File: config.mk
export PLATFORM = sky130hd
export DESIGN_NAME = serial_word_receiver_flat
export DESIGN_NICKNAME = d
export VERILOG_FILES = /design/src/rtl/ser_link_pkg.sv /design/src/rtl/serial_word_receiver_if.sv /design/src/rtl/ser_shift_in.sv /design/src/rtl/serial_word_receiver.sv /design/src/flat_wrapper.sv
export SDC_FILE = /design/constraint.sdc
export NUM_CORES = 1
export LEC_CHECK = 0
export CAP_MARGIN = 15
export CELL_PAD_IN_SITES_DETAIL_PLACEMENT = 1
export CELL_PAD_IN_SITES_GLOBAL_PLACEMENT = 1
export CORE_MARGIN = 3
export CORE_UTILIZATION = 43
export CTS_BUF_LIST = sky130_fd_sc_hd__clkbuf_8 sky130_fd_sc_hd__clkbuf_16
export DETAILED_ROUTE_END_ITERATION = 16
export DONT_BUFFER_PORTS = 1
export PLACE_DENSITY = 0.78
export RECOVER_POWER = 100
export SKIP_CTS_REPAIR_TIMING = 1
export SLEW_MARGIN = 30
export SYNTH_ARGS = -nofsm -noshare
export SYNTH_HDL_FRONTEND = slang
export SYNTH_HIERARCHICAL = 1
export SYNTH_SLANG_ARGS = --single-unit
File: constraint.sdc
create_clock -name clk -period 2 [get_ports clk]
set_input_delay 0.2 -clock clk [delete_from_list [all_inputs] [get_ports clk]]
set_output_delay 0.2 -clock clk [all_outputs]
set_load 0.01 [all_outputs]
File: src/rtl/ser_link_pkg.sv
// Shared definitions for the serial word link (PISO transmitter and
// serial word receiver): receiver FSM states and the default word width.
package ser_link_pkg;

    localparam int DEFAULT_WORD_W = 4;

    typedef enum logic {
        IDLE  = 1'b0,
        SHIFT = 1'b1
    } rx_state_t;

endpackage

File: src/rtl/serial_word_receiver_if.sv
// Bundle of the serial receiver's link, check and handshake signals.
// slave: receiver side (sin/cs/expected/dout_ready in, word + status out).
// master: driver/consumer side (mirror image of slave).
interface serial_word_receiver_if #(
    parameter int WIDTH = 4
);

    logic             sin;
    logic             cs;
    logic [WIDTH-1:0] expected;
    logic [WIDTH-1:0] dout;
    logic             dout_valid;
    logic             dout_ready;
    logic             match;
    logic             frame_err;
    logic             overrun;
    logic             busy;

    modport slave (
        input  sin,
        input  cs,
        input  expected,
        input  dout_ready,
        output dout,
        output dout_valid,
        output match,
        output frame_err,
        output overrun,
        output busy
    );

    modport master (
        output sin,
        output cs,
        output expected,
        output dout_ready,
        input  dout,
        input  dout_valid,
        input  match,
        input  frame_err,
        input  overrun,
        input  busy
    );

endinterface

File: src/rtl/ser_shift_in.sv
// Serial-in shift register plus bit counter for the word receiver.
// Ports: clk, rst_n (sync, active low), sin/cs (serial link in);
// word (assembled word incl. current bit), word_done (last bit sampled
// this edge), mid_word_abort (cs low with a partial word held).
module ser_shift_in #(
    parameter int WIDTH     = 4,
    parameter bit MSB_FIRST = 1'b1
) (
    input  logic             clk,
    input  logic             rst_n,
    input  logic             sin,
    input  logic             cs,
    output logic [WIDTH-1:0] word,
    output logic             word_done,
    output logic             mid_word_abort
);

    localparam int CW = $clog2(WIDTH + 1);

    // Only the WIDTH-1 earlier bits need storing; the current bit
    // comes straight from sin when the word completes.
    logic [WIDTH-2:0] shift_q;
    logic [WIDTH-2:0] shift_d;
    logic [CW-1:0]    cnt_q;
    logic [CW-1:0]    cnt_d;
    logic [WIDTH-2:0] shifted;

    generate
        if (MSB_FIRST) begin : g_msb
            assign word    = {shift_q, sin};
            assign shifted = word[WIDTH-2:0];
        end else begin : g_lsb
            assign word    = {sin, shift_q};
            assign shifted = word[WIDTH-1:1];
        end
    endgenerate

    assign word_done      = cs && (cnt_q == CW'(WIDTH - 1));
    assign mid_word_abort = !cs && (cnt_q != '0);

    always_comb begin
        shift_d = '0;
        cnt_d   = '0;
        // Completion and abort both clear the register so a later
        // word starts from a clean slate.
        if (cs && !word_done) begin
            shift_d = shifted;
            cnt_d   = cnt_q + CW'(1);
        end
    end

    always_ff @(posedge clk) begin
        if (!rst_n) begin
            shift_q <= '0;
            cnt_q   <= '0;
        end else begin
            shift_q <= shift_d;
            cnt_q   <= cnt_d;
        end
    end

endmodule

File: src/rtl/serial_word_receiver.sv
// Serial word receiver: assembles cs-framed serial bits into words,
// offers them on a valid/ready output and self-checks each word.
// Ports: clk, rst_n (sync, active low), bus (slave modport: sin, cs,
// expected, dout_ready in; dout, dout_valid, match, frame_err,
// overrun, busy out). All outputs are registered.
module serial_word_receiver
    import ser_link_pkg::*;
#(
    parameter int WIDTH     = DEFAULT_WORD_W,
    parameter bit MSB_FIRST = 1'b1
) (
    input  logic                 clk,
    input  logic                 rst_n,
    serial_word_receiver_if.slave bus
);

    logic [WIDTH-1:0] word;
    logic             word_done;
    logic             mid_word_abort;

    ser_shift_in #(
        .WIDTH     (WIDTH),
        .MSB_FIRST (MSB_FIRST)
    ) u_shift_in (
        .clk            (clk),
        .rst_n          (rst_n),
        .sin            (bus.sin),
        .cs             (bus.cs),
        .word           (word),
        .word_done      (word_done),
        .mid_word_abort (mid_word_abort)
    );

    rx_state_t        state_q;
    rx_state_t        state_d;
    logic [WIDTH-1:0] dout_q;
    logic [WIDTH-1:0] dout_d;
    logic             valid_q;
    logic             valid_d;
    logic             match_q;
    logic             match_d;
    logic             frame_err_q;
    logic             frame_err_d;
    logic             overrun_q;
    logic             overrun_d;
    logic             busy_q;
    logic             busy_d;

    always_comb begin
        state_d = state_q;
        unique case (state_q)
            IDLE:    if (bus.cs) state_d = SHIFT;
            SHIFT:   if (!bus.cs || word_done) state_d = IDLE;
            default: state_d = IDLE;
        endcase
    end

    always_comb begin
        dout_d      = dout_q;
        valid_d     = valid_q;
        match_d     = match_q;
        overrun_d   = 1'b0;
        frame_err_d = mid_word_abort;
        busy_d      = (state_d == SHIFT);

        if (word_done) begin
            // A held word that is consumed this cycle frees the slot
            // for the word completing on the same edge.
            if (!valid_q || bus.dout_ready) begin
                dout_d  = word;
                valid_d = 1'b1;
                match_d = (word == bus.expected);
            end else begin
                overrun_d = 1'b1;
            end
        end else if (valid_q && bus.dout_ready) begin
            valid_d = 1'b0;
        end
    end

    always_ff @(posedge clk) begin
        if (!rst_n) begin
            state_q     <= IDLE;
            dout_q      <= '0;
            valid_q     <= 1'b0;
            match_q     <= 1'b0;
            frame_err_q <= 1'b0;
            overrun_q   <= 1'b0;
            busy_q      <= 1'b0;
        end else begin
            state_q     <= state_d;
            dout_q      <= dout_d;
            valid_q     <= valid_d;
            match_q     <= match_d;
            frame_err_q <= frame_err_d;
            overrun_q   <= overrun_d;
            busy_q      <= busy_d;
        end
    end

    assign bus.dout       = dout_q;
    assign bus.dout_valid = valid_q;
    assign bus.match      = match_q;
    assign bus.frame_err  = frame_err_q;
    assign bus.overrun    = overrun_q;
    assign bus.busy       = busy_q;

endmodule

File: src/flat_wrapper.sv
// flat-port wrapper written by rule: the top's interface ports become plain ports
module serial_word_receiver_flat import ser_link_pkg::*;
#(
    parameter int WIDTH     = DEFAULT_WORD_W,
    parameter bit MSB_FIRST = 1'b1
)
  (clk, rst_n, bus_sin, bus_cs, bus_expected, bus_dout_ready, bus_dout, bus_dout_valid, bus_match, bus_frame_err, bus_overrun, bus_busy);
  serial_word_receiver_if #(.WIDTH(WIDTH)) bus_i ();
  input  logic clk;
  input  logic rst_n;
  input wire logic [$bits(bus_i.sin)-1:0] bus_sin;
  input wire logic [$bits(bus_i.cs)-1:0] bus_cs;
  input wire logic [$bits(bus_i.expected)-1:0] bus_expected;
  input wire logic [$bits(bus_i.dout_ready)-1:0] bus_dout_ready;
  output wire logic [$bits(bus_i.dout)-1:0] bus_dout;
  output wire logic [$bits(bus_i.dout_valid)-1:0] bus_dout_valid;
  output wire logic [$bits(bus_i.match)-1:0] bus_match;
  output wire logic [$bits(bus_i.frame_err)-1:0] bus_frame_err;
  output wire logic [$bits(bus_i.overrun)-1:0] bus_overrun;
  output wire logic [$bits(bus_i.busy)-1:0] bus_busy;
  assign bus_i.sin = bus_sin;
  assign bus_i.cs = bus_cs;
  assign bus_i.expected = bus_expected;
  assign bus_i.dout_ready = bus_dout_ready;
  assign bus_dout = bus_i.dout;
  assign bus_dout_valid = bus_i.dout_valid;
  assign bus_match = bus_i.match;
  assign bus_frame_err = bus_i.frame_err;
  assign bus_overrun = bus_i.overrun;
  assign bus_busy = bus_i.busy;
  serial_word_receiver #(.WIDTH(WIDTH), .MSB_FIRST(MSB_FIRST)) u_core (.clk(clk), .rst_n(rst_n), .bus(bus_i));
endmodule
==> results.md, run 1 <==
* **status** finished, final reports clean
* **I/O pin total** 18
* **fin. max-slew vios** 0
* **antenna cell count** 0
* **non-filler instance count after layout** 79
* **data required time of the worst path** 2130 ps
* **buffers and inverters on the worst path** 1
* **cell area after placement** 656.9 µm²
* **CTS tree** done
* **Worst Path Class, Setup** reg2reg
* **count of port buffers added during placement** 0
* **headroom to the max-slew limit** 0.7189
* **final design area excluding fillers** 686.9 µm²
* **most frequent cell after synthesis** dfxtp_1
* **arrival time at the worst endpoint** 1710 ps
* **number of buffers on the longest clock path** 2
* **total global-route track usage** 0.1444
* **Post-Route Skew** 0.5678 ps
* **nets@finish** 77
* **worst supply voltage drop on vdd** 0.5267 mV
* **fraction of registers with async set/reset** 0
* **count of cell types in the netlist** 24
* **clock buffers created by TritonCTS** 3
* **aggregate routed wire length** 1.123 mm
* **transition time of the tightest slew-check pin** 421.4 ps
* **via-per-instance ratio** 5.266
* **synthesis-to-layout area growth** 4.373%
* **vertical die dimension** 45.12 µm
* **Fmax achieved** 633.7 MHz
* **dpl hpwl** 865 µm
* **net load switching power** 0.0001086 W
* **total power divided by cell area** 817.1 mW/mm²
* **Slowest-stage cell, CP** and2_0
* **Via Count** 416
* **final hold slack** 70.45 ps
* **hold violation total from the final report** 0
* **critical path fanouts, max** 8
* **Post-synth top flop** dfxtp_1
* **clock latency reported for the late side of the worst-skew pair** 240 ps
* **initial cell density of the core** 0.4817
* **Final GP Congestion** 0.7230
* **top cells by count, synth** dfxtp_1 (15), and3_1 (5), nand3_1 (5)
* **Yosys top cell by area** dfxtp_1
* **number of iterations in the first detailed-routing pass** 3
* **ranking of synthesized cells by area** dfxtp_1 (46%), a21boi_2 (6.8%), ha_1 (5.7%)
* **cell count after placement** 75
* **Int Power** 0.0004526 W
* **antenna-violating nets left** 0
* **wire length of the first global-routing pass** 1.911 mm
* **Std-Cell Rows** 13
* **Cells after Synth** 63
* **cells along the critical path** ha_1 > ha_1 > and2_0 > inv_4 > o21ai_0 > a21boi_2
* **setup total negative slack** 0 ps
* **max incr delay on CP** 390 ps
* **via count of the first global-routing pass** 447
* **Fillers** 167
* **TritonCTS sink count** 15
* **count of warnings emitted by yosys** 6
* **layout cells sized above 1** 0.2188
* **class of the most critical hold timing path** in2reg
* **leakage** 0.2628 nW
* **Mean Syn Cell Area** 10.45 µm²
* **overall die area** 0.002036 mm²
* **library cell used as clock root buffer** clkbuf_8
* **DRC violation total after the first TritonRoute iteration** 1
* **number of synthesized flops with an enable pin** 0
* **unrepaired setup endpoints after global routing** no
* **share of the synthesized area in the top cell type** 0.4563
* **endpoint class of the critical path** register
* **initial antenna violation count** 0
* **number of max-cap violations** 0
* **gr ovfl total** 0
* **number of storage elements in the synthesis netlist** 15
* **Clock H-tree levels** 1
* **DIE WIDTH** 45.12 µm
* **residual DRC count** 0
* **syn nets** 75
* **Post-Syn Area** 658.1 µm²
* **Period Utilization, post-route** 0.7891
* **pin count of the biggest net entering global routing** 16
* **part of the power in registers** 0.550
* **share of synthesized area occupied by flip-flops and latches** 0.4563
* **average wire per standard cell** 14.22 µm
* **setup-violating endpoint count in the final report** 0
* **Comb pwr share** 0.036
* **Placeable Area** 0.001366 mm²
* **Top cell by count, worst path** ha_1
* **top cell family by delay on the critical path** simple AND/OR/NAND/NOR gates
* **minimum clock period after layout** 1578 ps
* **element type at the critical path start** register
* **clk slew on worst S/H paths** 50 ps
* **fraction of power spent switching nets** 0.1935
* **clock share of power** 0.413
## logic make-up after synthesis
kind of cell,Yosys count,share of synthesized area
simple gates,22,0.2092
flops,15,0.4563
compound gates,12,0.1673
buf+inv,7,0.05703
xor+xnor,4,0.05323
fa+ha+maj,3,0.05704
## state kept, by name, summed over array words and instances (netlist names)
register                   count
u_core/bus.busy                1
u_core/u_shift_in/shift_q      3
u_core/u_shift_in/cnt_q        3
u_core/bus.dout                4
u_core/bus.overrun             1
u_core/bus.frame_err           1
u_core/bus.dout_valid          1
u_core/bus.match               1
## placed cells by master, fill, tap and decap left out, types with 2 or more instances in the layout
master	synthesis	final
and3_1	5	5
nand3_1	5	5
xnor2_1	4	4
o21ai_2	4	3
nor2_1	2	3
inv_1	3	4
dfxtp_1	15	15
a21boi_2	4	4
a21oi_1	2	2
ha_1	3	3
clkbuf_8	0	3
nand2_1	2	2
## area by class of cell
type,instances,area (µm²),share of cell area
Tap cell,15,18.77,0.02732
Inverter,4,17.52,0.02550
Sequential cell,15,300.3,0.4372
Multi-Input combinational cell,41,305.3,0.4444
Clock inverter,1,3.754,0.005464
Clock buffer,3,41.29,0.06011
## per-stage QoR
step / utilization / total power, W / worst slack [ps]
after global routing: 0.5027 / 0.0005966 / 254.1
final: 0.5027 / 0.0005613 / 421.8
after CTS: 0.5137 / 0.0005776 / 599.8
after floorplan: - / 0.0003373 / 614.0
after global placement: 0.4808 / 0.0003369 / 646.7
after detailed placement: 0.4808 / 0.0003374 / 611.7
## final timing paths
path,start,end,slack (ps),depth (start not counted)
worst min register to register,u_core/u_shift_in/cnt_q[0],u_core/u_shift_in/cnt_q[0],450,1
worst max-delay path,u_core/u_shift_in/cnt_q[0],u_core/bus.dout[3],420,6
worst max register to register,u_core/u_shift_in/cnt_q[0],u_core/bus.dout[3],420,6
worst min-delay path,rst_n,u_core/bus.busy,70,2
## metal layers
layer / GRT usage / up-vias / share of wire
met1: 0.1566 / 180 / 0.44
met4: 0.1404 / 0 / 0.039
met3: 0.08765 / 5 / 0.099
li1: - / 215 / -
met2: 0.1864 / 16 / 0.42
met5: 0 / - / 0
## power groups by stage
stage / clock network [W] / logic [W] / registers (W)
finish: 0.000232 / 0.0000202 / 0.000309
detailed placement: 0 / 0.0000218 / 0.000316
floorplan: 0 / 0.0000229 / 0.000314
CTS: 0.000246 / 0.0000220 / 0.000309
global route: 0.000264 / 0.0000231 / 0.000309
global placement: 0 / 0.0000216 / 0.000315
Power figures use the tool's default switching activity.
==> inputs of run 2 (changes only) <==
clock period = 1.5 ns   (was 2 ns; I/O delays follow)
==> run 2 against run 1 <==
  * Fmax up 18%
  * Design area down 0.18%
  * Largest power group unchanged
  * Critical path type unchanged
  * Combinational power up 34%
==> results.md, run 2 (synthesized netlist as in run 1, its figures left out) <==
* **initial cell density of the core** 0.4817, unchanged
* **hold violation total from the final report** 0, unchanged
* **endpoint class of the critical path** register
* **nets@finish** 77, unchanged
* **transition time of the tightest slew-check pin** 246.2 ps, -175.2 ps
* **most common cell after layout, fill and taps aside** dfxtp_1
* **critical path fanouts, max** 8, unchanged
* **Post-Route Skew** 1.948 ps, +1.380 ps
* **class of the most critical hold timing path** in2reg
* **total power divided by cell area** 1090 mW/mm², +33%
* **setup total negative slack** 0 ps, unchanged
* **minimum clock period after layout** 1333 ps, -245.6 ps
* **wire length of the first global-routing pass** 1.911 mm, unchanged
* **via count of the first global-routing pass** 447, unchanged
* **worst supply voltage drop on vdd** 0.7013 mV, +33%
* **data required time of the worst path** 1630 ps, -500 ps
* **final hold slack** 21.52 ps, -48.93 ps
* **gr ovfl total** 0, unchanged
* **TritonCTS sink count** 15, unchanged
* **initial antenna violation count** 0, unchanged
* **number of iterations in the first detailed-routing pass** 2, -1
* **arrival time at the worst endpoint** 1470 ps, -240 ps
* **DIE WIDTH** 45.12 µm, unchanged
* **status** finished, final reports clean
* **I/O pin total** 18, unchanged
* **Final Total Pwr** 0.0007471 W, +33%
* **Clock H-tree levels** 1, unchanged
* **pin count of the biggest net entering global routing** 16, unchanged
* **unrepaired setup endpoints after global routing** no
* **clock buffers created by TritonCTS** 3, unchanged
* **Via Count** 415, -0.24%
* **clk slew on worst S/H paths** 50 ps, about the same
* **layout cells sized above 1** 0.2188, unchanged
* **leakage** 0.2647 nW, +0.72%
* **Period Utilization, post-route** 0.8884, +0.09929
* **fin. max-slew vios** 0, unchanged
* **aggregate routed wire length** 1.125 mm, +0.18%
* **top library cells by usage in the layout, fill and taps aside** dfxtp_1 (15), nand3_1 (5), and3_1 (5)
* **count of port buffers added during placement** 0, unchanged
* **average wire per standard cell** 14.24 µm, +0.18%
* **antenna-violating nets left** 0, unchanged
* **via-per-instance ratio** 5.253, -0.24%
* **Placeable Area** 0.001366 mm², unchanged
* **CTS tree** done
* **Final GP Congestion** 0.7230, unchanged
* **flip-flop count of the largest register, all copies and words added** 4, unchanged
* **residual DRC count** 0, unchanged
* **synthesis-to-layout area growth** 4.183%
* **number of buffers on the longest clock path** 2, unchanged
* **vertical die dimension** 45.12 µm, unchanged
* **dpl hpwl** 865 µm, unchanged
* **total global-route track usage** 0.1444, unchanged
* **antenna cell count** 0, unchanged
* **Fmax achieved** 750.4 MHz, +18%
* **overall die area** 0.002036 mm², unchanged
* **Std-Cell Rows** 13, unchanged
* **setup-violating endpoint count in the final report** 0, unchanged
* **element type at the critical path start** register
* **DRC violation total after the first TritonRoute iteration** 1, unchanged
* **Worst Path Class, Setup** reg2reg
* **headroom to the max-slew limit** 0.8355, +0.1166
* **number of max-cap violations** 0, unchanged
* **clock latency reported for the late side of the worst-skew pair** 250 ps, about the same
* **library cell used as clock root buffer** clkbuf_8
-- run 2: changes by cell type in the layout (fill, tap and decap cells not counted) --
cell / change
and2_0: -1
and2_4: +1
o21ai_1: +1
o21ai_2: -1
-- run 2: area by class of cell --
cell class,instances,area [µm²]
clock buffer,3,41.29
clock inverter,1,3.754
fill,168,680.7
inverter,4,17.52
multi-input combinational,41,304.0
sequential,15,300.3
tap,15,18.77
-- run 2: per-stage QoR --
stage                 util  cell area, µm²  setup slack, ps  std cells
global placement    0.4808           656.9            146.7         75
CTS                 0.5137           701.9            99.75         79
finish              0.5018           685.7            167.5         79
detailed placement  0.4808           656.9            111.7         75
floorplan                -           658.1            114.0         63
global route        0.5018           685.7            45.80         79
-- run 2: path summary, 6_finish.rpt --
path / startpoint / to / slack (ps) / cells after the start
setup / recovery: u_core/u_shift_in/cnt_q[0] / u_core/bus.dout[3] / 170 / 6
hold / removal: rst_n / u_core/bus.busy / 20 / 2
setup reg to reg: u_core/u_shift_in/cnt_q[0] / u_core/bus.dout[3] / 170 / 6
hold reg to reg: u_core/u_shift_in/cnt_q[0] / u_core/u_shift_in/cnt_q[0] / 450 / 1
-- run 2: where the power goes --
group           total, W  switching [W]  internal [W]  leakage (nW)
Sequential      0.000412     0.00000617      0.000406         0.122
Combinational  0.0000271      0.0000103     0.0000168         0.116
Clock           0.000308       0.000127      0.000181        0.0269
Total           0.000747       0.000143      0.000604         0.265
-- run 2: metal layers --
| metal | GRT usage | part of all wire | up-vias |
|---|---|---|---|
| met5 | 0 | 0 | - |
| li1 | - | - | 214 |
| met4 | 0.1404 | 0.033 | 0 |
| met2 | 0.1864 | 0.44 | 16 |
| met3 | 0.08765 | 0.10 | 4 |
| met1 | 0.1566 | 0.42 | 181 |
-- run 2: worst max-delay path, stage by stage, from the launching register on --
cell	delay, ps
dfxtp_1	350
ha_1	150
ha_1	170
and2_4	200
inv_4	60
o21ai_0	210
a21boi_2	70
==> inputs of run 3 (changes only) <==
CAP_MARGIN = not set   (was 15)
==> results of run 3 <==
No change in the layout: final DEF, timing and power equal those of run 2.
